$ cat src/rtl/ahfp_pkg.sv
// Shared types and helpers for the ahfp floating-point blocks.
// Width-derived constants are functions so parameterised modules can reuse them.
package ahfp_pkg;

  typedef enum logic [1:0] {ClsNorm, ClsZero, ClsInf, ClsNan} fp_class_e;

  typedef enum logic [1:0] {StIdle, StMul, StFin} state_e;

  function automatic int unsigned bias_of(input int unsigned exp_w);
    return (32'd1 << (exp_w - 1)) - 32'd1;
  endfunction

  function automatic int unsigned exp_max_of(input int unsigned exp_w);
    return (32'd1 << exp_w) - 32'd1;
  endfunction

  localparam int unsigned DefExpW = 8;
  localparam int unsigned DefManW = 23;
  localparam int unsigned BIAS    = bias_of(DefExpW);
  localparam int unsigned EXP_MAX = exp_max_of(DefExpW);
  localparam logic [DefExpW+DefManW:0] QNAN =
      {1'b0, {DefExpW{1'b1}}, 1'b1, {(DefManW-1){1'b0}}};

  // Operands are passed zero-extended; exp_w gives the real exponent width.
  function automatic fp_class_e fp_class(input logic [31:0] exp, input logic [63:0] frac,
                                         input int unsigned exp_w);
    logic [31:0] ones;
    ones = exp_max_of(exp_w);
    if (exp == 32'd0) return ClsZero;
    if (exp == ones) return (frac != 64'd0) ? ClsNan : ClsInf;
    return ClsNorm;
  endfunction

endpackage

$ cat src/rtl/ahfp_norm_round.sv
// Normalise, round-to-nearest-even and pack a raw significand product,
// applying special-class, overflow and flush-to-zero results.
module ahfp_norm_round
  import ahfp_pkg::*;
#(
  parameter int unsigned EXP_W = 8,
  parameter int unsigned MAN_W = 23
) (
  input  logic                     sign,
  input  logic signed [EXP_W+1:0]  exponent,
  input  logic [2*MAN_W+1:0]       prod,
  input  fp_class_e                cls,
  output logic [EXP_W+MAN_W:0]     result
);

  localparam int unsigned SW = MAN_W + 1;
  localparam int unsigned PW = 2 * SW;
  localparam logic signed [EXP_W+1:0] ExpMaxS = (EXP_W+2)'(exp_max_of(EXP_W));

  logic [PW-1:0]            norm;
  logic [MAN_W-1:0]         frac;
  logic [MAN_W-1:0]         frac_r;
  logic                     guard;
  logic                     sticky;
  logic                     round_up;
  logic [SW:0]              sum;
  logic signed [EXP_W+1:0]  exp_n;
  logic signed [EXP_W+1:0]  exp_r;
  logic                     ovf;
  logic                     unf;
  logic                     unused_bits;

  always_comb begin
    norm     = prod[PW-1] ? prod : {prod[PW-2:0], 1'b0};
    exp_n    = exponent + (EXP_W+2)'(prod[PW-1]);
    frac     = norm[PW-2 -: MAN_W];
    guard    = norm[SW-1];
    sticky   = |norm[SW-2:0];
    round_up = guard & (sticky | frac[0]);
    sum      = {2'b01, frac} + (SW+1)'(round_up);
    // A carry out of rounding means the significand became exactly 2.0.
    exp_r    = exp_n + (EXP_W+2)'(sum[SW]);
    frac_r   = sum[SW] ? '0 : sum[MAN_W-1:0];
    ovf      = !exp_r[EXP_W+1] && (exp_r >= ExpMaxS);
    unf      = exp_r[EXP_W+1] || (exp_r == '0);

    if (cls == ClsNan) begin
      result = {1'b0, {EXP_W{1'b1}}, 1'b1, {(MAN_W-1){1'b0}}};
    end else if (cls == ClsInf || (cls == ClsNorm && ovf)) begin
      result = {sign, {EXP_W{1'b1}}, {MAN_W{1'b0}}};
    end else if (cls == ClsZero || unf) begin
      result = {sign, {(EXP_W+MAN_W){1'b0}}};
    end else begin
      result = {sign, exp_r[EXP_W-1:0], frac_r};
    end
  end

  // Hidden-bit positions are implied and never read.
  assign unused_bits = norm[PW-1] ^ sum[MAN_W];

endmodule

$ cat src/rtl/ahfp_mult_seq.sv
// Multi-cycle radix-2^RADIX_BITS floating-point multiplier with a fixed latency
// and a clk_en/start/done handshake.
module ahfp_mult_seq
  import ahfp_pkg::*;
#(
  parameter int unsigned EXP_W      = 8,
  parameter int unsigned MAN_W      = 23,
  parameter int unsigned RADIX_BITS = 4
) (
  input  logic                   clk,
  input  logic                   reset,
  input  logic                   clk_en,
  input  logic                   start,
  input  logic [EXP_W+MAN_W:0]   dataa,
  input  logic [EXP_W+MAN_W:0]   datab,
  output logic [EXP_W+MAN_W:0]   result,
  output logic                   done
);

  localparam int unsigned W     = 1 + EXP_W + MAN_W;
  localparam int unsigned SW    = MAN_W + 1;
  localparam int unsigned PW    = 2 * SW;
  localparam int unsigned N     = SW / RADIX_BITS;
  localparam int unsigned CNT_W = $clog2(N + 1);
  localparam int unsigned BiasW = bias_of(EXP_W);

  if (SW % RADIX_BITS != 0) begin : g_bad_radix
    $error("RADIX_BITS must divide MAN_W+1");
  end

  state_e                  state_q, state_d;
  logic [CNT_W-1:0]        cnt_q, cnt_d;
  logic [PW-1:0]           acc_q, acc_d;
  logic [PW-1:0]           mcand_q, mcand_d;
  logic [SW-1:0]           mplier_q, mplier_d;
  logic                    sign_q, sign_d;
  logic signed [EXP_W+1:0] exp_q, exp_d;
  fp_class_e               cls_q, cls_d;
  logic [W-1:0]            result_q, result_d;
  logic                    done_q, done_d;

  logic [EXP_W-1:0]        ea, eb;
  logic [MAN_W-1:0]        fa, fb;
  fp_class_e               cls_a, cls_b;
  logic [W-1:0]            nr_result;

  assign ea = dataa[W-2:MAN_W];
  assign eb = datab[W-2:MAN_W];
  assign fa = dataa[MAN_W-1:0];
  assign fb = datab[MAN_W-1:0];

  always_comb begin
    state_d  = state_q;
    cnt_d    = cnt_q;
    acc_d    = acc_q;
    mcand_d  = mcand_q;
    mplier_d = mplier_q;
    sign_d   = sign_q;
    exp_d    = exp_q;
    cls_d    = cls_q;
    result_d = result_q;
    done_d   = 1'b0;
    cls_a    = fp_class(32'(ea), 64'(fa), EXP_W);
    cls_b    = fp_class(32'(eb), 64'(fb), EXP_W);

    unique case (state_q)
      StIdle: begin
        // done_q marks the completion cycle; a start there is dropped.
        if (start && !done_q) begin
          state_d  = StMul;
          sign_d   = dataa[W-1] ^ datab[W-1];
          exp_d    = $signed({2'b00, ea}) + $signed({2'b00, eb}) - $signed((EXP_W+2)'(BiasW));
          mcand_d  = (ea != '0) ? PW'({1'b1, fa}) : '0;
          mplier_d = (eb != '0) ? {1'b1, fb} : '0;
          acc_d    = '0;
          cnt_d    = '0;
          if (cls_a == ClsNan || cls_b == ClsNan ||
              (cls_a == ClsInf && cls_b == ClsZero) ||
              (cls_a == ClsZero && cls_b == ClsInf)) begin
            cls_d = ClsNan;
          end else if (cls_a == ClsInf || cls_b == ClsInf) begin
            cls_d = ClsInf;
          end else if (cls_a == ClsZero || cls_b == ClsZero) begin
            cls_d = ClsZero;
          end else begin
            cls_d = ClsNorm;
          end
        end
      end
      StMul: begin
        if (cnt_q == CNT_W'(N)) begin
          state_d = StFin;
        end else begin
          acc_d    = acc_q + mcand_q * PW'(mplier_q[RADIX_BITS-1:0]);
          mcand_d  = mcand_q << RADIX_BITS;
          mplier_d = mplier_q >> RADIX_BITS;
          cnt_d    = cnt_q + 1'b1;
        end
      end
      StFin: begin
        result_d = nr_result;
        done_d   = 1'b1;
        state_d  = StIdle;
      end
      default: state_d = StIdle;
    endcase
  end

  ahfp_norm_round #(
    .EXP_W (EXP_W),
    .MAN_W (MAN_W)
  ) u_norm_round (
    .sign     (sign_q),
    .exponent (exp_q),
    .prod     (acc_q),
    .cls      (cls_q),
    .result   (nr_result)
  );

  always_ff @(posedge clk or negedge reset) begin
    if (!reset) begin
      state_q  <= StIdle;
      cnt_q    <= '0;
      acc_q    <= '0;
      mcand_q  <= '0;
      mplier_q <= '0;
      sign_q   <= 1'b0;
      exp_q    <= '0;
      cls_q    <= ClsNorm;
      result_q <= '0;
      done_q   <= 1'b0;
    end else if (clk_en) begin
      state_q  <= state_d;
      cnt_q    <= cnt_d;
      acc_q    <= acc_d;
      mcand_q  <= mcand_d;
      mplier_q <= mplier_d;
      sign_q   <= sign_d;
      exp_q    <= exp_d;
      cls_q    <= cls_d;
      result_q <= result_d;
      done_q   <= done_d;
    end
  end

  assign result = result_q;
  assign done   = done_q;

endmodule
$ cat config.mk
export PLATFORM = sky130hd
export DESIGN_NAME = ahfp_mult_seq
export DESIGN_NICKNAME = d
export VERILOG_FILES = /design/src/rtl/ahfp_pkg.sv /design/src/rtl/ahfp_norm_round.sv /design/src/rtl/ahfp_mult_seq.sv
export SDC_FILE = /design/constraint.sdc
export NUM_CORES = 1
export LEC_CHECK = 0
export BUFFER_PORTS_ARGS = -buffer_cell sky130_fd_sc_hd__buf_2
export CAP_MARGIN = 25
export CORE_MARGIN = 2
export CORE_UTILIZATION = 52
export CTS_CLUSTER_SIZE = 12
export DETAILED_ROUTE_END_ITERATION = 8
export PLACE_DENSITY = 0.7
export REMOVE_ABC_BUFFERS = 1
export SLEW_MARGIN = 20
export SYNTH_ARGS = -nofsm -noshare
export SYNTH_HDL_FRONTEND = slang
export SYNTH_SLANG_ARGS = --single-unit
$ cat constraint.sdc
create_clock -name clk -period 9.1 [get_ports clk]
set_input_delay 1.82 -clock clk [delete_from_list [all_inputs] [get_ports clk]]
set_output_delay 1.82 -clock clk [all_outputs]
set_load 0.005 [all_outputs]
* After elaboration in Yosys (flattened, before gate mapping)
Cells that the tools add are included.
** Cells by class
- Add/sub/neg operators :: 7
- Multiply operators :: 1
- Magnitude comparators :: 1
- Equality and inequality tests :: 17
- Mux-type cells :: 42
- Bitwise gates (word level) :: 3
- Reductions and logical operators :: 30
** Operators with widths (count)
- 48-bit 2-to-1 mux :: 4
- 48-bit one-hot mux with 2 select lines :: 2
- 24-bit 2-to-1 mux :: 4
- 31-bit 2-to-1 mux :: 2
- 48-bit adder :: 1
- 48-bit by 4-bit multiplier with 48-bit output :: 1
- 24-bit one-hot mux with 2 select lines :: 1
- 47-bit 2-to-1 mux :: 1
- 23-bit nonzero test :: 2
- 32-bit 2-to-1 mux :: 1
- 24-bit by 1-bit adder with 25-bit output :: 1
- 2-bit 2-to-1 mux :: 12
- 23-bit 2-to-1 mux :: 1
- 23-bit OR reduction :: 1
- 10-bit by 1-bit adder with 10-bit output :: 2
- 8-bit equality test, second input constant :: 2
- 8-bit logical NOT :: 2
- 8-bit nonzero test :: 2
- 2-bit equality test, second input constant :: 7
- 10-bit by 9-bit >= comparator with 1-bit output, second input constant :: 1
- 10-bit logical NOT :: 1
- 1-bit 2-to-1 mux :: 10
- 9-bit by 7-bit subtractor with 10-bit output, second input constant :: 1
- 8-bit by 8-bit adder with 9-bit output :: 1
- other kinds (18) :: 38
** Word-level totals
- Register bits after elaboration :: 171
- Input bits :: 68
- Output and inout port bits :: 33
- Logic and storage cells :: 111

* Depth between registers and ports, before layout
Gate-level depths: netlist of run 1.
- Depth after elaboration :: 12
- Depth in mapped cells :: 24
- Mapped depth without buffers :: 18

* Hierarchy
Synthesis of run 1 repeated with hierarchy kept, for this count alone.
** Second synthesis, totals
- Cell total of the unflattened synthesis :: 1734
- Area total of the unflattened synthesis :: 16025.4 um^2
** By module, submodules not included
- ahfp_mult_seq :: instances 1, cells an instance 1477, area each 14253.7 um^2, seq. area each 4279.1 um^2
- ahfp_norm_round :: instances 1, cells an instance 257, area each 1771.7 um^2, seq. area each 0.0 um^2

* Worst setup path after synthesis of run 1
Ideal clock, no wire load.
- Kind :: flip-flop to flip-flop
- Start :: reg acc_q[47]
- End :: reg result_q[16], in the netlist result[16]
- Library setup time :: 0.077 ns
- Arrival :: 5.212 ns
- Required time :: 9.023 ns
- Slack :: 3.811 ns
- Stages on the path, launching flop included :: 24
- Buffers on the path :: 5
- Clock period less this slack :: 5.289 ns
- Cell sequence :: dfrtp_1 buf_2 buf_2 clkbuf_1 clkbuf_1 nand2_1 a21oi_1 ha_1 nand4_1 a211oi_2 and3_1 buf_6 nand4_4 nor4_2 fa_1 ha_1 inv_1 a211o_1 o21ai_2 a2111o_1 o311a_2 or3b_4 or4_1 o21ai_1
** Between the ends
- Word-level cells in the longest chain between the ends :: 12
- Elaborated cells on any way between the ends :: 19
- Classes of those cells :: add/sub: 3; order compare: 1; mux: 5; bitwise: 2; reduce/logical: 8
** RTL lines
- start: declaration :: line ahfp_mult_seq.sv:33 : logic [PW-1:0] acc_q, acc_d;
- start signal: assignment :: line ahfp_mult_seq.sv:124 : acc_q <= '0;
- start signal: assignment :: line ahfp_mult_seq.sv:135 : acc_q <= acc_d;
- 47-bit 2-to-1 mux :: line ahfp_norm_round.sv:34 : norm = prod[PW-1] ? prod : {prod[PW-2:0], 1'b0};
- 23-bit OR reduction :: line ahfp_norm_round.sv:38 : sticky = |norm[SW-2:0];
- 1-bit OR :: line ahfp_norm_round.sv:39 : round_up = guard & (sticky | frac[0]);
- 1-bit bitwise AND :: line ahfp_norm_round.sv:39
- 24-bit by 1-bit adder with 25-bit output :: line ahfp_norm_round.sv:40 : sum = {2'b01, frac} + (SW+1)'(round_up);
- 10-bit by 1-bit adder with 10-bit output :: line ahfp_norm_round.sv:42 : exp_r = exp_n + (EXP_W+2)'(sum[SW]);
- 10-bit by 9-bit >= comparator with 1-bit output (tied with other cells) :: line ahfp_norm_round.sv:44 : ovf = !exp_r[EXP_W+1] && (exp_r >= ExpMaxS);
- 1-bit logical AND or 1-bit logical OR (tied branches) :: line ahfp_norm_round.sv:44, ahfp_norm_round.sv:45
- 1-bit logical AND or 1-bit logical OR (tied branches) :: line ahfp_norm_round.sv:49, ahfp_norm_round.sv:51
- 1-bit logical OR or 31-bit 2-to-1 mux (tied branches) :: line ahfp_norm_round.sv:49, ahfp_norm_round.sv:51
- 31-bit 2-to-1 mux (*) :: line ahfp_norm_round.sv:49 : end else if (cls == ClsInf || (cls == ClsNorm && ovf)) begin
- 32-bit 2-to-1 mux (*) :: line ahfp_norm_round.sv:47 : if (cls == ClsNan) begin
- end signal: assignment :: line ahfp_mult_seq.sv:141 : result_q <= result_d;
- end: declaration :: line ahfp_mult_seq.sv:39 : logic [W-1:0] result_q, result_d;
Mark *: on every way between the ends. The rest lies on a longest branch, timed or not.
A chain may end at the register's enable or synchronous reset.

* Worst setup path in the final report of run 1
Ends and elaborated chain as after synthesis.

==> summary.md, run 1 <==
| Metric | Value |
|---|---|
| Worst Path Required | 9.46 ns |
| Int Power | 2600 uW |
| Num CTS Buffers | 17 |
| GR Util met2 | 39.0% |
| Async S/R FF share, synth | 100% |
| # fillers | 2,784 |
| # clock sinks | 171 |
| DP HPWL | 30.2 mm |
| Avg Cell Area, Syn | 8.50 um2 |
| Root Buffer | clkbuf_16 |
| Longest Clk Path Bufs | 2 |
| Input/output buffers | 100 |
| Cell Area, Placed | 16,700 um2 |
| Share of the synthesized area in the top cell type | 26.7% |
| Routability Congestion | 0.936 |
| Setup Buffers After CTS | 0 |
| GR Layer Usage met3 | 3.99% |
| H-Tree Depth | 4 |
| Largest area contributor in the netlist | dfrtp_1 |
| Seq pwr share | 25.2% |
| Die width | 180 um |
| Most frequent cells in the layout | inv_1 (240), nand2_1 (222), dfrtp_1 (170) |
| Antenna violations before repair | 0 |
| Starting density of the core | 52.6% |
| Number of enable flip-flop cells after synthesis | 0 |
| Hold Path Class | reg2reg |
| Ranking of synthesized cells by area | dfrtp_1 (27%), fa_1 (17%), and2_1 (6.3%) |
| Chip height | 180 um |
| Vias per cell | 5.74 |
| Worst-path clk slew | 0.08 ns |
| TNS Setup | 0 ns |
| Final setup fails | 0 |
| Design area | 17,300 um2 |
| Status | completed |
| Yosys reg bits | 171 |
| Final Hold Viols | 0 |
| I/O Pins | 101 |
| Post-CTS sizing | 0 |
| Crit-path leading delay family | simple AND/OR/NAND/NOR gates |
| Slew @ Worst Pin | 0.981 ns |
| CP startpoint kind | flop |
| Sequential area share after synthesis | 26.7% |
| CP Cell Sequence | nand2b_1, a21oi_1, ha_1, nand4_1, a211oi_2, and3_1, nand4_4, nor4_2, fa_1, ha_1, and4_1, and2_1, nor4_1, a31oi_1, o41ai_1, or3b_4, or4_1, o21ai_1 |
| Final antenna-violating net count | 0 |
| Largest net degree at the start of global routing | 70 |
| Drt total wl | 40.1 mm |
| First-pass GRT wire length | 67.0 mm |
| Die area | 32,300 um2 |
| Pre-antenna DRT Iters | 6 |
| Core Area | 30,500 um2 |
| Wire length per cell | 17.2 um |
| Max-Cap Viols | 0 |
| Cell mode on critical path | ha_1 |
| CTS tree | done |
| Total Nets Final | 2,192 |
| Slew Limit Fails | 0 |
| Crit Path Category | reg2reg |
| Crit Path Max Fanout | 22 |
| Synth Warn # | 0 |
| GRT Max-Usage Layer | met2 |
| Cell variety after synth | 71 |
| Post-Syn Area | 16,000 um2 |
| Largest stage delay, worst path | 0.58 ns |
| Worst Skew | 0.0132 ns |
| Period utilisation layout | 61.4% |
| Combinational share of power | 60.5% |
| Relative slew slack | 34.6% |
| Congestion Overflow GR | 0 |
| P_sw | 2640 uW |
| Switching Fraction | 50.4% |
| Layout cells sized above 1 | 8.49% |
| Max Clk Rate | 179 MHz |
| Clk network pwr share | 14.3% |
| Mapped Cells | 1,888 |
| Power Dens Cells | 302 nW/um2 |
| DR iter-0 viols | 956 |
| WP data arrival | 5.94 ns |
| Clk Latency, worst-skew pair | 0.45 ns |
| Antenna cells | 0 |
| Leak Pwr | 0.00854 uW |
| WP buf/inv | 0 |
| Crit. End Element | flop |
| Area Growth Syn to Fin | 8.01% |
| Number of global-route vias before repair | 13,000 |
| VDD IR-drop max | 0.000166 V |
| RSZ-0062 raised after global routing | false |
| Rows | 64 |
| Commonest non-fill, non-tap cell in the layout | inv_1 |
| DRC viols | 0 |
| Fin crit period | 5.58 ns |
| Met1 Use GR | 37.6% |
| GRT Overall Usage | 25.4% |
| DR vias | 13,400 |
| Dominant synthesized flop cell | dfrtp_1 |
| Cts hold-fix bufs | 0 |
| Slowest stage cell, crit path | or3b_4 |
cell usage after synthesis (31+ instances only):
cell type    n
inv_1      240
nand2_1    222
dfrtp_1    171
and2_1     161
fa_1       136
o21ai_0    134
a21oi_1    116
clkbuf_1    89
ha_1        70
nor2_1      55
and3_1      52
a22o_1      39
xnor2_1     39
a21o_1      36
nand3_1     33
nand4_1     31
worst register-to-register path, delay by kind of cell (launching register included):
family / cells / cell delay, ns
AOI/OAI and AO/OA: 5 / 1.01
and+or+nand+nor: 10 / 3.15
adders and majority gates: 3 / 0.89
DFF: 1 / 0.45
stage by stage:
stage          cells  total power, uW  setup WS [ns]  hold slack, ns  utilization [%]
2_1_floorplan   1785             3610           2.56           0.449                -
3_3_place_gp    2295             4370           3.69           0.456             54.9
3_5_place_dp    2295             4460           3.56           0.461             54.9
4_1_cts         2327             5220           3.53           0.479             56.8
5_1_grt         2327             5780           3.07           0.499             56.8
6_report        2327             5240           3.52           0.473             56.8
cell families after synthesis:
kind of cell | count (synthesis) | share of synthesized area (%)
flops | 171 | 26.7
xor+xnor | 61 | 3.33
mux | 8 | 0.507
buf+inv | 344 | 8.23
fa+ha+maj | 206 | 22.4
simple gates | 646 | 20.8
compound gates | 452 | 18.0
power groups by stage:
| stage | Sequential [uW] | Combinational [uW] | Clock (uW) |
|---|---|---|---|
| after floorplan | 1260 | 2350 | 0 |
| after global placement | 1320 | 3060 | 0 |
| after detailed placement | 1330 | 3140 | 0 |
| after CTS | 1310 | 3160 | 755 |
| after global routing | 1360 | 3630 | 789 |
| final | 1320 | 3170 | 747 |
area by class of cell:
type                            instances  area [um2]  area share, %
Clock inverter                         14         146          0.845
Tap cell                              396         495           2.86
Timing Repair Buffer                  114         612           3.53
Multi-Input combinational cell       1373       10500           60.3
Clock buffer                           18         439           2.53
Inverter                              241         905           5.22
Sequential cell                       171        4280           24.7
registers in the layout, indices dropped and copies added (netlist names):
register  cells
cls_q         2
mplier_q     24
mcand_q      48
exp_q        10
acc_q        48
state_q       2
sign_q        1
result       32
done          1
cnt_q         3
final timing paths:
kind / cells past startpoint / to / slack, ns / startpoint
worst max-delay path: 18 / result[16] / 3.52 / acc_q[47]
worst min-delay path: 2 / result[11] / 0.47 / result[11]
worst max register to register: 18 / result[16] / 3.52 / acc_q[47]
worst min register to register: 2 / result[11] / 0.47 / result[11]
max in group asynchronous: 2 / mcand_q[44] / 6.53 / reset
min in group asynchronous: 1 / acc_q[12] / 1.29 / reset
metal layers:
layer / up-vias / wire length [um] / share of wire [%]
met2: 469 / 17700 / 44
met3: 54 / 2530 / 6.3
li1: 6419 / - / -
met5: - / 0 / 0
met1: 6423 / 19200 / 48
met4: 0 / 646 / 1.6
Power figures use the tool's default switching activity.
==> run 2, diff against run 1 <==
==> constraint.sdc (replaced) <==
create_clock -name clk -period 5.7 [get_ports clk]
set_input_delay 1.14 -clock clk [delete_from_list [all_inputs] [get_ports clk]]
set_output_delay 1.14 -clock clk [all_outputs]
set_load 0.005 [all_outputs]
==> summary.md, run 2 (synthesis gave the netlist of run 1 again) <==
| Metric | Value |
|---|---|
| Combinational share of power | 59.9% |
| First-pass GRT wire length | 69.0 mm |
| Pre-antenna DRT Iters | 7 |
| Wire length per cell | 17.7 um |
| CP startpoint kind | flop |
| Final setup fails | 0 |
| Period utilisation layout | 92.0% |
| Worst Path Required | 6.08 ns |
| Crit Path Category | reg2reg |
| CTS tree | done |
| Clk Latency, worst-skew pair | 0.45 ns |
| Final antenna-violating net count | 0 |
| P_sw | 4180 uW |
| I/O Pins | 101 |
| Number of global-route vias before repair | 13,100 |
| Total Nets Final | 2,202 |
| H-Tree Depth | 4 |
| Relative slew slack | 31.2% |
| Root Buffer | clkbuf_16 |
| Slew @ Worst Pin | 1.03 ns |
| Starting density of the core | 52.6% |
| Core Area | 30,500 um2 |
| Start point of the critical path | mplier_q[2] |
| Chip height | 180 um |
| Largest net degree at the start of global routing | 116 |
| GRT Overall Usage | 26.2% |
| Overall Power | 8440 uW |
| Vias per cell | 5.68 |
| Die area | 32,300 um2 |
| Final Hold Viols | 0 |
| Crit Path Max Fanout | 33 |
| Power Dens Cells | 483 nW/um2 |
| Area Growth Syn to Fin | 8.79% |
| DRC viols | 0 |
| Rows | 64 |
| Die width | 180 um |
| VDD IR-drop max | 0.000241 V |
| Max-Cap Viols | 0 |
| Pre-CTS setup slack | 0.214 ns |
| Layout cells sized above 1 | 9.12% |
| Worst-path clk slew | 0.07 ns |
| Antenna violations before repair | 0 |
| Routability Congestion | 0.930 |
| Congestion Overflow GR | 0 |
| Clk network pwr share | 14.3% |
| Start of the worst register-to-register path | mplier_q[2] |
| Input/output buffers | 100 |
| DP HPWL | 31.9 mm |
| Seq pwr share | 25.9% |
| Hold Startpoint | result[21] |
| RSZ-0062 raised after global routing | false |
| Commonest non-fill, non-tap cell in the layout | inv_1 |
| WP data arrival | 5.62 ns |
| Switching Fraction | 49.6% |
| TNS Setup | 0 ns |
| Slew Limit Fails | 0 |
| Drt total wl | 41.3 mm |
| Crit. End Element | flop |
| Fin crit period | 5.25 ns |
| Status | completed |
| Cts hold-fix bufs | 0 |
| Most frequent cells in the layout | inv_1 (240), nand2_1 (222), dfrtp_1 (167) |
| Hold Path Class | reg2reg |
| Worst Skew | 0.00834 ns |
| Max Clk Rate | 191 MHz |
| Antenna cells | 0 |
| Num CTS Buffers | 17 |
| # clock sinks | 171 |
| DR vias | 13,300 |
| Int Power | 4250 uW |
| DR iter-0 viols | 895 |
| Leak Pwr | 0.00860 uW |
| Longest Clk Path Bufs | 2 |
| Worst Slack Setup Final | 0.454 ns |
[run 2: cell types whose count changed in the layout (fill, tap and decap cells not counted), sizes merged]
cell	change
clkinvlp	+2
inv	-1
clkinv	-3
bufinv	+2
buf	+10
[run 2: power groups by stage]
| stage | sequential (uW) | combinational, uW | clock [uW] |
|---|---|---|---|
| finish | 2180 | 5050 | 1200 |
| global route | 2260 | 5740 | 1270 |
| CTS | 2180 | 5030 | 1220 |
| detailed placement | 2200 | 5000 | 0 |
| global placement | 2200 | 4880 | 0 |
| floorplan | 2020 | 3750 | 0 |
[run 2: path summary, 6_finish.rpt]
path / endpoint / slack (ns) / cells after the start
worst min register to register: result[21] / 0.47 / 1
max in group asynchronous: mplier_q[2] / 3.98 / 2
worst max register to register: acc_q[46] / 0.45 / 15
worst min-delay path: result[21] / 0.47 / 1
min in group asynchronous: acc_q[12] / 0.65 / 1
worst max-delay path: acc_q[46] / 0.45 / 15
[run 2: final cells by class]
cell class	count	area (um2)
repair buffers	124	723
inverters	241	905
clock inverters	14	156
flip-flops and latches	171	4280
clock buffers	18	439
multi-input cells	1373	10500
fillers	2793	13100
well taps	396	495
[run 2: through the flow]
stage | area [um2] | hold slack (ns) | util, % | instances
3_5_place_dp | 16900 | 0.461 | 55.3 | 2305
4_1_cts | 17500 | 0.477 | 57.2 | 2337
5_1_grt | 17500 | 0.491 | 57.2 | 2337
6_report | 17500 | 0.471 | 57.2 | 2337
3_3_place_gp | 16800 | 0.453 | 55.2 | 2303
2_1_floorplan | 15600 | 0.449 | - | 1785
[run 2: repair_timing]
| item | CTS | global route |
|---|---|---|
| gates resized for setup | 0 | 3 |
| buffers inserted | 0 | 0 |
| endpoints found under the hold margin | 0 | 0 |
| endpoints found under the setup margin | 0 | 4 |
[run 2: metal layers]
metal / vias up / GRT usage, % / routed length [um]
li1: 6444 / - / -
met1: 6420 / 39.4 / 20100
met2: 370 / 40.1 / 18400
met3: 49 / 3.36 / 2120
met4: 0 / 6.89 / 688
met5: - / 0 / 0
[run 2: worst max-delay path, cell delays in order, from the launching register on]
cell      delay (ns)
dfrtp_2         0.68
and2_1          0.23
fa_1            0.45
fa_1            0.55
inv_1           0.06
fa_1            0.50
inv_1           0.05
ha_1            0.48
a21oi_1         0.16
o21ai_0         0.47
a221oi_1        0.18
o22ai_1         0.30
o21ai_1         0.19
o31a_1          0.35
or4_1           0.41
nand4_1         0.10
==> run 3, diff against run 2 <==
--- a/config.mk
+++ b/config.mk
@@ -11,6 +11,7 @@
 export CORE_UTILIZATION = 52
 export CTS_CLUSTER_SIZE = 12
 export DETAILED_ROUTE_END_ITERATION = 8
+export GPL_TIMING_DRIVEN = 0
 export PLACE_DENSITY = 0.7
 export REMOVE_ABC_BUFFERS = 1
 export SLEW_MARGIN = 20
==> summary.md, run 3 (synthesis gave the netlist of run 1 again) <==
| Metric | Value |
|---|---|
| Status | completed |
| Most frequent cells in the layout | inv_1 (240), nand2_1 (221), dfrtp_1 (166) |
| DP HPWL | 30.0 mm |
| Crit. End Element | flop |
| Num CTS Buffers | 17 |
| Wire length per cell | 17.0 um |
| Die area | 32,300 um2 |
| DR iter-0 viols | 965 |
| H-Tree Depth | 4 |
| Final setup fails | 0 |
| # fillers | 2,728 |
| VDD IR-drop max | 0.000238 V |
| Slew @ Worst Pin | 1.04 ns |
| Final std cells w/o fill | 2,339 |
| WP data arrival | 5.80 ns |
| Max Clk Rate | 184 MHz |
| RSZ-0062 raised after global routing | false |
| Chip height | 180 um |
| Largest net degree at the start of global routing | 91 |
| CP startpoint kind | flop |
| Vias per cell | 5.74 |
| Root Buffer | clkbuf_16 |
| Die width | 180 um |
| Antenna cells | 0 |
| Design area | 17,700 um2 |
| Inst Count DP | 2,298 |
| Relative slew slack | 30.8% |
| Worst Slack Setup Final | 0.269 ns |
| DR vias | 13,400 |
| I/O Pins | 101 |
| Drt total wl | 39.9 mm |
| Congestion Overflow GR | 0 |
| Final Hold Viols | 0 |
| First-pass GRT wire length | 66.7 mm |
| # clock sinks | 171 |
| Max-Cap Viols | 0 |
| Crit Path Max Fanout | 51 |
| Worst Skew | 0.0132 ns |
| Layout cells sized above 1 | 9.68% |
| Slew Limit Fails | 0 |
| Clk Latency, worst-skew pair | 0.45 ns |
| Input/output buffers | 100 |
| GRT Overall Usage | 25.1% |
| Fin crit period | 5.43 ns |
| Period utilisation layout | 95.3% |
| Final antenna-violating net count | 0 |
| Leak Pwr | 0.00866 uW |
| DRC viols | 0 |
| Pre-antenna DRT Iters | 6 |
| Cell Area, Placed | 17,000 um2 |
| Worst Path Required | 6.07 ns |
| Crit Path Category | reg2reg |
| Antenna violations before repair | 0 |
| Starting density of the core | 52.6% |
| CTS tree | done |
| Rows | 64 |
| Multi-input logic area | 10,600 um2 |
| Area Growth Syn to Fin | 10.3% |
| Pre-CTS setup slack | -0.561 ns |
| Total Nets Final | 2,204 |
| Routability Congestion | 0.907 |
| Min Hold Slack | 0.469 ns |
| Hold Path Class | reg2reg |
| Core Area | 30,500 um2 |
| Power Dens Cells | 475 nW/um2 |
| Longest Clk Path Bufs | 2 |
| Number of global-route vias before repair | 13,100 |
| Worst-path clk slew | 0.07 ns |
| Commonest non-fill, non-tap cell in the layout | inv_1 |
| Seq. cell area | 4290 um2 |
run 3: what timing repair did:
item,CTS,global route
setup buffers,1,6
pin swaps,1,3
setup endpoints to repair,23,32
gates cloned,0,2
hold buffers,0,0
gates resized for setup,4,12
run 3: worst paths after layout:
kind,from,to,slack [ns],cells past startpoint
max,acc_q[47],result[16],0.27,19
min,result[18],result[18],0.47,2
max reg2reg,acc_q[47],result[16],0.27,19
min reg2reg,result[18],result[18],0.47,2
max in group asynchronous,reset,mplier_q[2],4.10,2
min in group asynchronous,reset,mcand_q[20],0.72,1
run 3: per-layer routing:
| layer | GRT usage, % | share of wire, % | vias to the layer above |
|---|---|---|---|
| li1 | - | - | 6449 |
| met1 | 36.2 | 47 | 6526 |
| met2 | 39.8 | 46 | 401 |
| met3 | 4.09 | 5.6 | 45 |
| met4 | 5.98 | 1.5 | 0 |
| met5 | 0 | 0 | - |
run 3: power by group:
| part | total (uW) | internal, uW | switching, uW |
|---|---|---|---|
| Clock | 1150 | 590 | 560 |
| Sequential | 2230 | 1600 | 632 |
| Combinational | 5020 | 2030 | 2990 |
| Total | 8410 | 4220 | 4180 |
run 3: through the flow:
step | TNS, ns | total power [uW] | utilization (%)
4_1_cts | 0 | 8320 | 57.6
5_1_grt | 0 | 9280 | 58.0
6_report | 0 | 8410 | 58.0
2_1_floorplan | -0.246 | 5760 | -
3_3_place_gp | -305.61 | 6920 | 54.5
3_5_place_dp | -5.70 | 7140 | 55.6
run 3: cell type report:
| class | instances | share of cell area, % |
|---|---|---|
| clock buffer | 19 | 2.50 |
| clock inverter | 13 | 0.714 |
| timing repair buffer | 124 | 4.89 |
| sequential | 171 | 24.2 |
| tap | 396 | 2.80 |
| inverter | 241 | 5.11 |
| multi-input combinational | 1375 | 59.7 |
run 3: critical path: stages (launching register included):
cell      delay [ns]
dfrtp_2         0.43
buf_12          0.19
nand2b_1        0.20
a21oi_1         0.17
ha_2            0.24
nand4_1         0.17
a211oi_4        0.37
and3_4          0.30
nand4_4         0.15
nor4_4          0.31
buf_6           0.18
fa_1            0.27
nand2_1         0.21
a211o_1         0.35
o21ai_2         0.16
a2111o_1        0.14
o311a_4         0.31
or3b_4          0.50
or4_1           0.55
o21ai_1         0.12
